==> config.mk <==
export PLATFORM = sky130hd
export DESIGN_NAME = debug_view_ctrl
export DESIGN_NICKNAME = d
export VERILOG_FILES = /design/src/rtl/debug_view_pkg.sv /design/src/rtl/key_debounce.sv /design/src/rtl/debug_view_ctrl.sv
export SDC_FILE = /design/constraint.sdc
export NUM_CORES = 1
export LEC_CHECK = 0
export ABC_CLOCK_PERIOD_IN_PS = 6200
export CORE_MARGIN = 1
export CORE_UTILIZATION = 40
export DETAILED_ROUTE_END_ITERATION = 8
export HOLD_SLACK_MARGIN = 0.03
export PLACE_DENSITY = 0.75
export SLEW_MARGIN = 20
export SYNTH_ARGS = -nofsm -noshare
export SYNTH_HDL_FRONTEND = slang
export SYNTH_SLANG_ARGS = --single-unit
==> constraint.sdc <==
create_clock -name CLOCK_50 -period 6.2 [get_ports CLOCK_50]
set_clock_uncertainty 0.05 [all_clocks]
set_input_delay 1.86 -clock CLOCK_50 [delete_from_list [all_inputs] [get_ports CLOCK_50]]
set_output_delay 1.86 -clock CLOCK_50 [all_outputs]
set_load 0.02 [all_outputs]
==> src/rtl/debug_view_pkg.sv <==
// Shared types and the seven-segment glyph table for the board debug front-end.
// Glyphs are active low. Bit 0 drives segment a and bit 6 drives segment g.
package debug_view_pkg;

    typedef enum logic [1:0] {
        MODE_MANUAL = 2'b00,
        MODE_AUTO   = 2'b01,
        MODE_FREEZE = 2'b10,
        MODE_RSVD   = 2'b11
    } mode_t;

    // Each entry is written as {g,f,e,d,c,b,a}, so the digit 0 pattern (g off) is 7'h40.
    localparam logic [6:0] HEX_GLYPH [16] = '{
        7'h40, 7'h79, 7'h24, 7'h30,
        7'h19, 7'h12, 7'h02, 7'h78,
        7'h00, 7'h10, 7'h08, 7'h03,
        7'h46, 7'h21, 7'h06, 7'h0E
    };

    function automatic logic [6:0] hex7(input logic [3:0] nibble);
        return HEX_GLYPH[nibble];
    endfunction

endpackage

==> src/rtl/key_debounce.sv <==
// Push-button conditioner. It is built from a 2-FF synchroniser, a stability counter and a
// falling-edge detector, and it gives one pulse per debounced press.
module key_debounce #(
    parameter int unsigned DEBOUNCE = 500_000
) (
    input  logic CLOCK_50,
    input  logic ResetN,
    input  logic key_n,
    output logic pulse
);

    localparam int unsigned CNT_W = (DEBOUNCE > 1) ? $clog2(DEBOUNCE) : 1;
    localparam logic [CNT_W-1:0] CNT_LAST = CNT_W'(DEBOUNCE - 1);

    logic             sync1_q;
    logic             sync2_q;
    logic             level_q;
    logic             level_d;
    logic             levelPrev_q;
    logic             pulse_q;
    logic [CNT_W-1:0] cnt_q;
    logic [CNT_W-1:0] cnt_d;

    // Any agreement between the synchronised key and the debounced level restarts the count.
    always_comb begin
        level_d = level_q;
        cnt_d   = '0;
        if (sync2_q != level_q) begin
            if (cnt_q == CNT_LAST) begin
                level_d = sync2_q;
            end else begin
                cnt_d = cnt_q + 1'b1;
            end
        end
    end

    always_ff @(posedge CLOCK_50 or negedge ResetN) begin
        if (!ResetN) begin
            sync1_q     <= 1'b1;
            sync2_q     <= 1'b1;
            level_q     <= 1'b1;
            levelPrev_q <= 1'b1;
            cnt_q       <= '0;
            pulse_q     <= 1'b0;
        end else begin
            sync1_q     <= key_n;
            sync2_q     <= sync1_q;
            level_q     <= level_d;
            cnt_q       <= cnt_d;
            levelPrev_q <= level_q;
            pulse_q     <= levelPrev_q & ~level_q;
        end
    end

    assign pulse = pulse_q;

endmodule

==> src/rtl/debug_view_ctrl.sv <==
// Debug display front-end. It selects a channel by switch, by auto-rotation or by freeze,
// registers the chosen value and decodes it to active-low seven-segment digits.
module debug_view_ctrl
    import debug_view_pkg::*;
#(
    parameter int unsigned NUM_CH   = 8,
    parameter int unsigned DATA_W   = 16,
    parameter int unsigned DIGITS   = DATA_W / 4,
    parameter int unsigned DEBOUNCE = 500_000,
    parameter int unsigned DWELL    = 50_000_000
) (
    input  logic                        CLOCK_50,
    input  logic                        ResetN,
    input  logic                        step_key_n,
    input  logic [1:0]                  mode,
    input  logic [$clog2(NUM_CH)-1:0]   sel,
    input  logic [NUM_CH*DATA_W-1:0]    ch_data,
    output logic                        step_pulse,
    output logic [$clog2(NUM_CH)-1:0]   cur_ch,
    output logic [DATA_W-1:0]           view,
    output logic [DIGITS*7-1:0]         hex_seg
);

    localparam int unsigned SEL_W   = $clog2(NUM_CH);
    localparam int unsigned DWELL_W = (DWELL > 1) ? $clog2(DWELL) : 1;
    localparam logic [SEL_W-1:0]   LAST_CH    = SEL_W'(NUM_CH - 1);
    localparam logic [DWELL_W-1:0] DWELL_LAST = DWELL_W'(DWELL - 1);

    mode_t              modeSel;
    logic [SEL_W-1:0]   cur_q;
    logic [SEL_W-1:0]   cur_d;
    logic [DWELL_W-1:0] dwell_q;
    logic [DWELL_W-1:0] dwell_d;
    logic [DATA_W-1:0]  view_q;
    logic [DATA_W-1:0]  view_d;
    logic [DATA_W-1:0]  chArr [NUM_CH];

    key_debounce #(
        .DEBOUNCE (DEBOUNCE)
    ) u_step_key (
        .CLOCK_50 (CLOCK_50),
        .ResetN   (ResetN),
        .key_n    (step_key_n),
        .pulse    (step_pulse)
    );

    for (genvar k = 0; k < NUM_CH; k++) begin : g_unpack
        assign chArr[k] = ch_data[k*DATA_W +: DATA_W];
    end

    assign modeSel = mode_t'(mode);

    // Outside auto mode the dwell counter sits at 0. Re-entering auto therefore always starts a full dwell.
    always_comb begin
        cur_d   = cur_q;
        dwell_d = '0;
        view_d  = chArr[cur_q];
        case (modeSel)
            MODE_AUTO: begin
                if (dwell_q == DWELL_LAST) begin
                    cur_d = (cur_q == LAST_CH) ? '0 : cur_q + 1'b1;
                end else begin
                    dwell_d = dwell_q + 1'b1;
                end
            end
            MODE_FREEZE: begin
                view_d = view_q;
            end
            MODE_MANUAL, MODE_RSVD: begin
                cur_d = (sel > LAST_CH) ? LAST_CH : sel;
            end
            default: begin
                cur_d = (sel > LAST_CH) ? LAST_CH : sel;
            end
        endcase
    end

    always_ff @(posedge CLOCK_50 or negedge ResetN) begin
        if (!ResetN) begin
            cur_q   <= '0;
            dwell_q <= '0;
            view_q  <= '0;
        end else begin
            cur_q   <= cur_d;
            dwell_q <= dwell_d;
            view_q  <= view_d;
        end
    end

    for (genvar d = 0; d < DIGITS; d++) begin : g_digit
        assign hex_seg[d*7 +: 7] = hex7(view_q[d*4 +: 4]);
    end

    assign cur_ch = cur_q;
    assign view   = view_q;

endmodule

==> results of run 1 <==
==> routing by layer <==
metal | vias to the layer above | global-route usage [%] | wire (um)
met5 | - | 0 | 0
met4 | 0 | 5.80 | 257
met3 | 18 | 3.95 | 796
met2 | 104 | 36.7 | 7350
met1 | 2172 | 29.6 | 6330
li1 | 2159 | - | -
==> power breakdown <==
group          switching, mW  leakage (nW)  internal [mW]
Combinational          0.449          1.85          0.501
Sequential            0.0921         0.908          0.485
Clock                  0.187         0.163          0.393
Total                  0.729          2.92           1.38
==> stage by stage <==
step / cells / area [um^2]
2_1_floorplan: 512 / 5130
3_3_place_gp: 840 / 7060
5_1_grt: 856 / 7410
3_5_place_dp: 840 / 7060
6_report: 856 / 7410
4_1_cts: 856 / 7400
==> how the worst min path moves through the flow <==
stage	startpoint	to	slack, ns
detailed placement	u_step_key.sync1_q	u_step_key.sync2_q	0.30
CTS	u_step_key.sync1_q	u_step_key.sync2_q	0.31
global placement	u_step_key.sync1_q	u_step_key.sync2_q	0.30
global route	u_step_key.sync1_q	u_step_key.sync2_q	0.31
floorplan	u_step_key.sync1_q	u_step_key.sync2_q	0.30
finish	u_step_key.sync1_q	u_step_key.sync2_q	0.31
==> cells in the mapped netlist, types with 4 or more instances <==
cell | instances | area (um^2)
nor2_1 | 67 | 251
dfrtp_1 | 65 | 1630
nand2_1 | 46 | 173
mux4_2 | 35 | 788
ha_1 | 31 | 388
mux2i_1 | 29 | 290
nand3_1 | 23 | 115
xnor2_1 | 23 | 201
o21ai_0 | 20 | 100
inv_1 | 19 | 71.3
xor2_1 | 19 | 166
clkbuf_1 | 18 | 67.6
nand4_1 | 11 | 68.8
o21ai_1 | 11 | 55.1
nor3_1 | 9 | 45.0
buf_2 | 7 | 35.0
nor2b_1 | 7 | 43.8
a21oi_1 | 6 | 30.0
a22o_1 | 6 | 52.6
nor4_1 | 6 | 37.5
and4_1 | 4 | 35.0
buf_4 | 4 | 30.0
dfstp_2 | 4 | 105
nand2b_1 | 4 | 25.0
nor4_2 | 4 | 50.1
==> critical path, stage by stage, from the launching register on <==
cell	delay [ns]
dfrtp_1	0.45
inv_1	0.16
ha_1	0.26
nor2b_1	0.08
or3b_2	0.45
o21ai_0	0.08
clkdlybuf4s50_1	0.63
==> registers in the layout, indices dropped and copies added (netlist names) <==
name and cells:
u_step_key.level_q 1, dwell_q 26, u_step_key.cnt_q 19, u_step_key.sync2_q 1
view 16, u_step_key.pulse 1, u_step_key.levelPrev_q 1, u_step_key.sync1_q 1
cur_ch 3
==> cells by family after synthesis <==
logic type	Yosys count	synth area share, %
and+or+nand+nor	197	18.9
muxes	69	22.1
DFF	69	33.7
AOI/OAI and AO/OA	54	6.39
buffers and inverters	50	4.12
xor gates and xnor gates	42	7.17
adders and majority gates	31	7.56
==> cell type report <==
type	count	area [um^2]
Clock inverter	6	111
Multi-Input combinational cell	393	3190
Clock buffer	10	229
Tap cell	172	215
Sequential cell	69	1730
Inverter	19	71.3
Fill cell	1075	5160
Timing Repair Buffer	187	1860
==> impl_metrics.yaml, run 1 <==
outcome:
  outcome: "finished clean"
critical_path:
  cp.arrival_ns: 2.46
  worst-endpoint-required_ns: 4.29
  path_max_fanout: 7
  regToRegEndpoint: "dwell_q[25]"
  crit_type: "reg -> out"
  reg2reg_from: "dwell_q[16]"
  end_kind: "output pin"
  worstSetupStartpointType: "register"
  ff2ff_setup_slack_ns: 3.60
  endpoint: "hex_seg[14]"
  crit_start: "view[9]"
  reg2reg_depth: 5
yosys:
  synth_area_per_cell_um2: 10.0
  synthArstFlopShare_pct: 100
  synth_nets: 679
  ys_types: 44
  yosysWarnings: 0
  ys_seq_area_share_pct: 33.7
  synth_seq_cells: 69
  synth_ff_type: "dfrtp_1"
  syn_inst: 512
  synth_area_mm2: 0.00513
  synth_edf_count: 0
floorplanning:
  design.core.area_mm2: 0.0126
  initial_core_util_pct: 40.8
  die-area_mm2: 0.0133
  pin_count: 184
  die_h_um: 115
  rows: 41
  die_x_um: 115
placement:
  dpl_worst_slack_ns: 2.18
  place.port_buffers: 183
  dp.final_hpwl_mm: 11.7
  gp_congestion: 0.844
route:
  wl_mm: 14.7
  wl_per_cell_um: 17.2
  vias: 4453
  drtAntennaViolNets: 0
  dr.pass1.iters: 4
  via_per_inst: 5.20
  drt_iter0_drc: 270
  drc: 0
clock_network:
  clock_sinks: 69
  cts_tree: "done"
  htreeDepth: 3
  clock-root-buffer: "clkbuf_16"
  cts_buffer_depth: 2
  cts-resized-gates: 0
  clk_pin_slew_ns: 0.06
  cts_buffers: 9
  clk-insertion-delay-late_ns: 0.33
  holdBufCountCts: 0
  cts_setup_buffers: 0
timing:
  holdWs_ns: 0.307
  worst_pin_slew_ns: 0.951
  fin_crit_sh_pct: 70.4
  rsz0062_at_grt: "false"
  fin_setup_tns_ns: 0
  setup_slack_ns: 1.83
  setup_viol: 0
  slew_headroom_pct: 36.6
  hold_viol: 0
  drv_slew: 0
  layout_min_cycle_time_ns: 4.37
  fmax_mhz: 229
global_routing:
  grt_max_degree: 52
  gr-total-overflow: 0
  antenna_found_initial: 0
  grt_pass1_vias: 4272
  grt_pass1_wl_mm: 22.3
  grt_util_all_layers_pct: 22.0
cells_and_area:
  area_delta_synth_final_pct: 44.4
  fin_util_pct: 58.9
  final_cell_mix: "clkdlybuf4s50_1, nor2_1, dfrtp_1"
  nNetsFinal: 846
  layout-drive-gt1-share_pct: 10.5
  final_common_cell: "clkdlybuf4s50_1"
  n_antenna_cell: 0
power:
  finalPower_mw: 2.11
  cellLeakagePower_nw: 2.92
  vdd_drop_max_mv: 0.154
  powerDensity_mw_per_mm2: 284
job:
  maxCapViolations: 0
min_path:
  hp-class: "reg -> reg"
  hold_depth: 0
(Power assumes the default switching activity.)
==> inputs of run 2 (changes only) <==
ABC_CLOCK_PERIOD_IN_PS = 4000   (was 6200)
PLACE_DENSITY = 0.78   (was 0.75)
clock period = 4 ns   (was 6.2 ns; I/O delays follow)
==> run 2 against run 1 <==
  * Combinational power up 54%
  * Global-route usage up 0.67 points
  * Design area about the same
  * Hold slack better by 0.0011 ns
  * Sequential share of layout area about the same
  * Power up 53%
  * Die area unchanged
  * Largest power group unchanged
  * Sequential cell count unchanged
  * Register-to-register slack worse by 2.3 ns
  * Largest cell class unchanged
  * First-iteration DRC count up 1.9%
  * Highest routed layer unchanged
==> impl_metrics.yaml, run 2 (same netlist as run 1, synthesis figures left out) <==
floorplanning:
  die-area_mm2: 0.0133
  pin_count: 184
  rows: 41
  design.core.area_mm2: 0.0126
  die_x_um: 115
  die_h_um: 115
  initial_core_util_pct: 40.8
power:
  cellLeakagePower_nw: 2.93
  finalPower_mw: 3.22
  vdd_drop_max_mv: 0.229
  powerDensity_mw_per_mm2: 435
timing:
  setup_viol: 0
  fin_setup_tns_ns: 0
  rsz0062_at_grt: "false"
  worst_pin_slew_ns: 0.988
  drv_slew: 0
  fmax_mhz: 269
  hold_viol: 0
  fin_crit_sh_pct: 92.9
  slew_headroom_pct: 34.1
  layout_min_cycle_time_ns: 3.72
  holdWs_ns: 0.308
route:
  drtAntennaViolNets: 0
  dr.pass1.iters: 4
  via_per_inst: 5.22
  wl_mm: 15.0
  drc: 0
  drt_iter0_drc: 275
  vias: 4480
  wl_per_cell_um: 17.4
cells_and_area:
  multi_input_area_mm2: 0.00319
  final_cell_mix: "clkdlybuf4s50_1, nor2_1, dfrtp_1"
  seqCellArea_mm2: 0.00173
  fin_util_pct: 58.9
  largest_register_ffs: 26
  top_register: "dwell_q"
  area_delta_synth_final_pct: 44.3
  fill_cells: 1065
  n_antenna_cell: 0
  final_common_cell: "clkdlybuf4s50_1"
  layout-drive-gt1-share_pct: 10.8
  nNetsFinal: 848
global_routing:
  grt_util_all_layers_pct: 22.7
  grt_max_degree: 36
  gr-total-overflow: 0
  antenna_found_initial: 0
  grt_pass1_vias: 4353
  grt_pass1_wl_mm: 22.8
placement:
  dp.final_hpwl_mm: 12.0
  gp_congestion: 0.904
  place.port_buffers: 183
critical_path:
  crit_chain: "inv_1 > ha_1 > nor2b_1 > or3b_2 > o21ai_0 > clkdlybuf4s50_1"
  cp.arrival_ns: 2.47
  path_buf_inv: 2
  crit_family: "buffers and inverters"
  worst-endpoint-required_ns: 2.75
  end_kind: "output pin"
  crit_type: "reg -> out"
  worstSetupStartpointType: "register"
  critPathMaxStageDelay_ns: 0.64
  crit_slowest_cell: "clkdlybuf4s50_1"
  path_max_fanout: 7
clock_network:
  cts-resized-gates: 0
  htreeDepth: 3
  cts_tree: "done"
  holdBufCountCts: 0
  cts_buffer_depth: 2
  cts_buffers: 9
  clk_pin_slew_ns: 0.06
  clock_sinks: 69
  cts_setup_buffers: 0
  clock-root-buffer: "clkbuf_16"
  clk-insertion-delay-late_ns: 0.33
outcome:
  outcome: "finished clean"
min_path:
  hp-class: "reg -> reg"
job:
  maxCapViolations: 0
-- run 2: per-layer routing --
layer	GRT usage [%]	share of wire (%)	vias up
met4	4.50	1.2	0
met1	31.2	44	2173
li1	-	-	2164
met5	0	0	-
met2	37.6	49	129
met3	4.27	5.4	14
-- run 2: final cells by class --
type / count / area share [%]
clock buffer: 9 / 3.04
clock inverter: 7 / 1.32
inverter: 19 / 0.963
multi-input combinational: 393 / 43.1
sequential: 69 / 23.4
tap: 172 / 2.91
timing repair buffer: 189 / 25.3
-- run 2: path summary, 6_finish.rpt --
kind,startpoint,cells past startpoint,slack (ns),end
max in group asynchronous,ResetN,2,2.29,u_step_key.levelPrev_q
max,view[9],6,0.28,hex_seg[14]
min,u_step_key.sync1_q,0,0.31,u_step_key.sync2_q
min reg2reg,u_step_key.sync1_q,0,0.31,u_step_key.sync2_q
max reg2reg,dwell_q[16],5,1.34,dwell_q[2]
min in group asynchronous,ResetN,1,0.84,dwell_q[6]
-- run 2: per-stage QoR --
step | instances | instance area (um^2) | worst slack [ns]
floorplan | 512 | 5130 | 1.13
detailed placement | 842 | 7080 | 0.632
global placement | 842 | 7080 | 0.743
global route | 858 | 7400 | 0.115
finish | 858 | 7400 | 0.283
CTS | 858 | 7400 | 0.278
-- run 2: power breakdown --
part           leakage [nW]  switching (mW)  internal, mW
clock network         0.152           0.303         0.547
logic                  1.87           0.687         0.778
registers             0.908           0.151         0.752
==> inputs of run 3 (changes only) <==
CELL_PAD_IN_SITES_DETAIL_PLACEMENT = 2   (was unset)
CELL_PAD_IN_SITES_GLOBAL_PLACEMENT = 2   (was unset)
CORE_UTILIZATION = 35   (was 40)
DONT_BUFFER_PORTS = 1   (was unset)
PLACE_DENSITY = 0.79   (was 0.78)
SLEW_MARGIN = unset   (was 20)
==> run 3 against run 2 <==
  * Sequential cell count unchanged
  * Critical path depth down 1
  * Core utilization down 19 points
  * Routed wire length up 4.8%
  * Via count down 12%
  * Sequential share of layout area up 7.7 points
  * Die area up 14%
  * First-iteration DRC count down 55%
  * Sequential power up 12%
  * Largest cell class unchanged
  * Hold slack about the same
  * Final cell count down 21%
==> impl_metrics.yaml, run 3 (same netlist as run 1, synthesis figures left out) <==
clock_network:
  clock-root-buffer: "clkbuf_16"
  cts_setup_buffers: 0
  htreeDepth: 3
  clk-insertion-delay-late_ns: 0.34
  cts_buffers: 9
  cts-resized-gates: 0
  clk_pin_slew_ns: 0.05
  cts_buffer_depth: 2
  holdBufCountCts: 0
  cts_tree: "done"
  clock_sinks: 69
global_routing:
  grt_pass1_vias: 4332
  grt_max_degree: 70
  grt_util_all_layers_pct: 20.7
  gr-total-overflow: 0
  grt_pass1_wl_mm: 23.3
  antenna_found_initial: 3
timing:
  rsz0062_at_grt: "false"
  slew_headroom_pct: 24.7
  worst_pin_slew_ns: 1.13
  holdWs_ns: 0.308
  hold_viol: 0
  setup_viol: 0
  drv_slew: 0
  setup_slack_ns: 0.525
  fin_setup_tns_ns: 0
  layout_min_cycle_time_ns: 3.48
  fmax_mhz: 288
  fin_crit_sh_pct: 86.9
critical_path:
  regToRegEndpoint: "dwell_q[10]"
  crit_type: "reg -> out"
  worstSetupStartpointType: "register"
  reg2reg_depth: 5
  ff2ff_setup_slack_ns: 1.14
  end_kind: "output pin"
  endpoint: "hex_seg[3]"
  reg2reg_from: "dwell_q[16]"
  crit_start: "view[0]"
  cp.arrival_ns: 2.23
  worst-endpoint-required_ns: 2.75
  path_max_fanout: 7
route:
  drtAntennaViolNets: 0
  drc: 0
  drt_iter0_drc: 123
  wl_per_cell_um: 23.0
  dr.pass1.iters: 4
  vias: 3921
  via_per_inst: 5.75
  wl_mm: 15.7
cells_and_area:
  nNetsFinal: 661
  final_cells: 682
  final_cell_mix: "nor2_1, dfrtp_1, nand2_1"
  area_delta_synth_final_pct: 8.51
  layout-drive-gt1-share_pct: 13.8
  top_register: "dwell_q"
  largest_register_ffs: 26
  final_common_cell: "nor2_1"
placement:
  dp.final_hpwl_mm: 11.9
  place.port_buffers: 0
  dpl_worst_slack_ns: 0.874
  gp_congestion: 0.796
  dp.cells: 663
floorplanning:
  die-area_mm2: 0.0151
  design.core.area_mm2: 0.0141
  die_x_um: 123
  pin_count: 184
  rows: 43
  initial_core_util_pct: 36.4
  die_h_um: 123
power:
  powerDensity_mw_per_mm2: 499
  finalPower_mw: 2.78
  cellLeakagePower_nw: 2.21
  vdd_drop_max_mv: 0.178
job:
  maxCapViolations: 0
min_path:
  hold_start: "u_step_key.sync1_q"
  hp-class: "reg -> reg"
outcome:
  outcome: "finished clean"
==> run 3: stage by stage <==
step	cell area (um^2)	util [%]
floorplan	5130	-
global placement	5230	37.1
detailed placement	5230	37.1
CTS	5560	39.4
global route	5560	39.4
finish	5570	39.5
==> run 3: power by group <==
part	internal (mW)	switching, mW	total, mW
sequential	0.750	0.263	1.01
clock	0.578	0.302	0.880
combinational	0.372	0.517	0.889
total	1.70	1.08	2.78
==> run 3: area by class of cell <==
class / count / area (um^2)
Inverter: 19 / 71.3
Sequential cell: 69 / 1730
Tap cell: 180 / 225
Clock inverter: 4 / 70.1
Multi-Input combinational cell: 393 / 3190
Antenna cell: 3 / 7.51
Clock buffer: 12 / 256
Fill cell: 1494 / 8530
Timing Repair Buffer: 2 / 15.0
==> run 3: per-layer routing <==
metal | track usage, % | routed length (um) | vias up
met2 | 38.1 | 8200 | 113
li1 | - | - | 1788
met3 | 6.69 | 1150 | 14
met1 | 22.9 | 6180 | 2006
met4 | 5.05 | 172 | 0
met5 | 0 | 0 | -
==> run 3: worst min-delay path by stage <==
stage                         end  depth (start not counted)
2_1_floorplan  u_step_key.sync2_q                          0
3_3_place_gp   u_step_key.sync2_q                          0
3_5_place_dp   u_step_key.sync2_q                          0
4_1_cts        u_step_key.sync2_q                          0
5_1_grt        u_step_key.sync2_q                          0
6_report       u_step_key.sync2_q                          0
==> run 3: worst max-delay path, stage by stage, from the launching register on <==
cell     delay (ns)
dfrtp_1        0.57
inv_1          0.19
ha_1           0.34
nand2_1        0.10
o21ai_0        0.11
o21ai_0        0.58
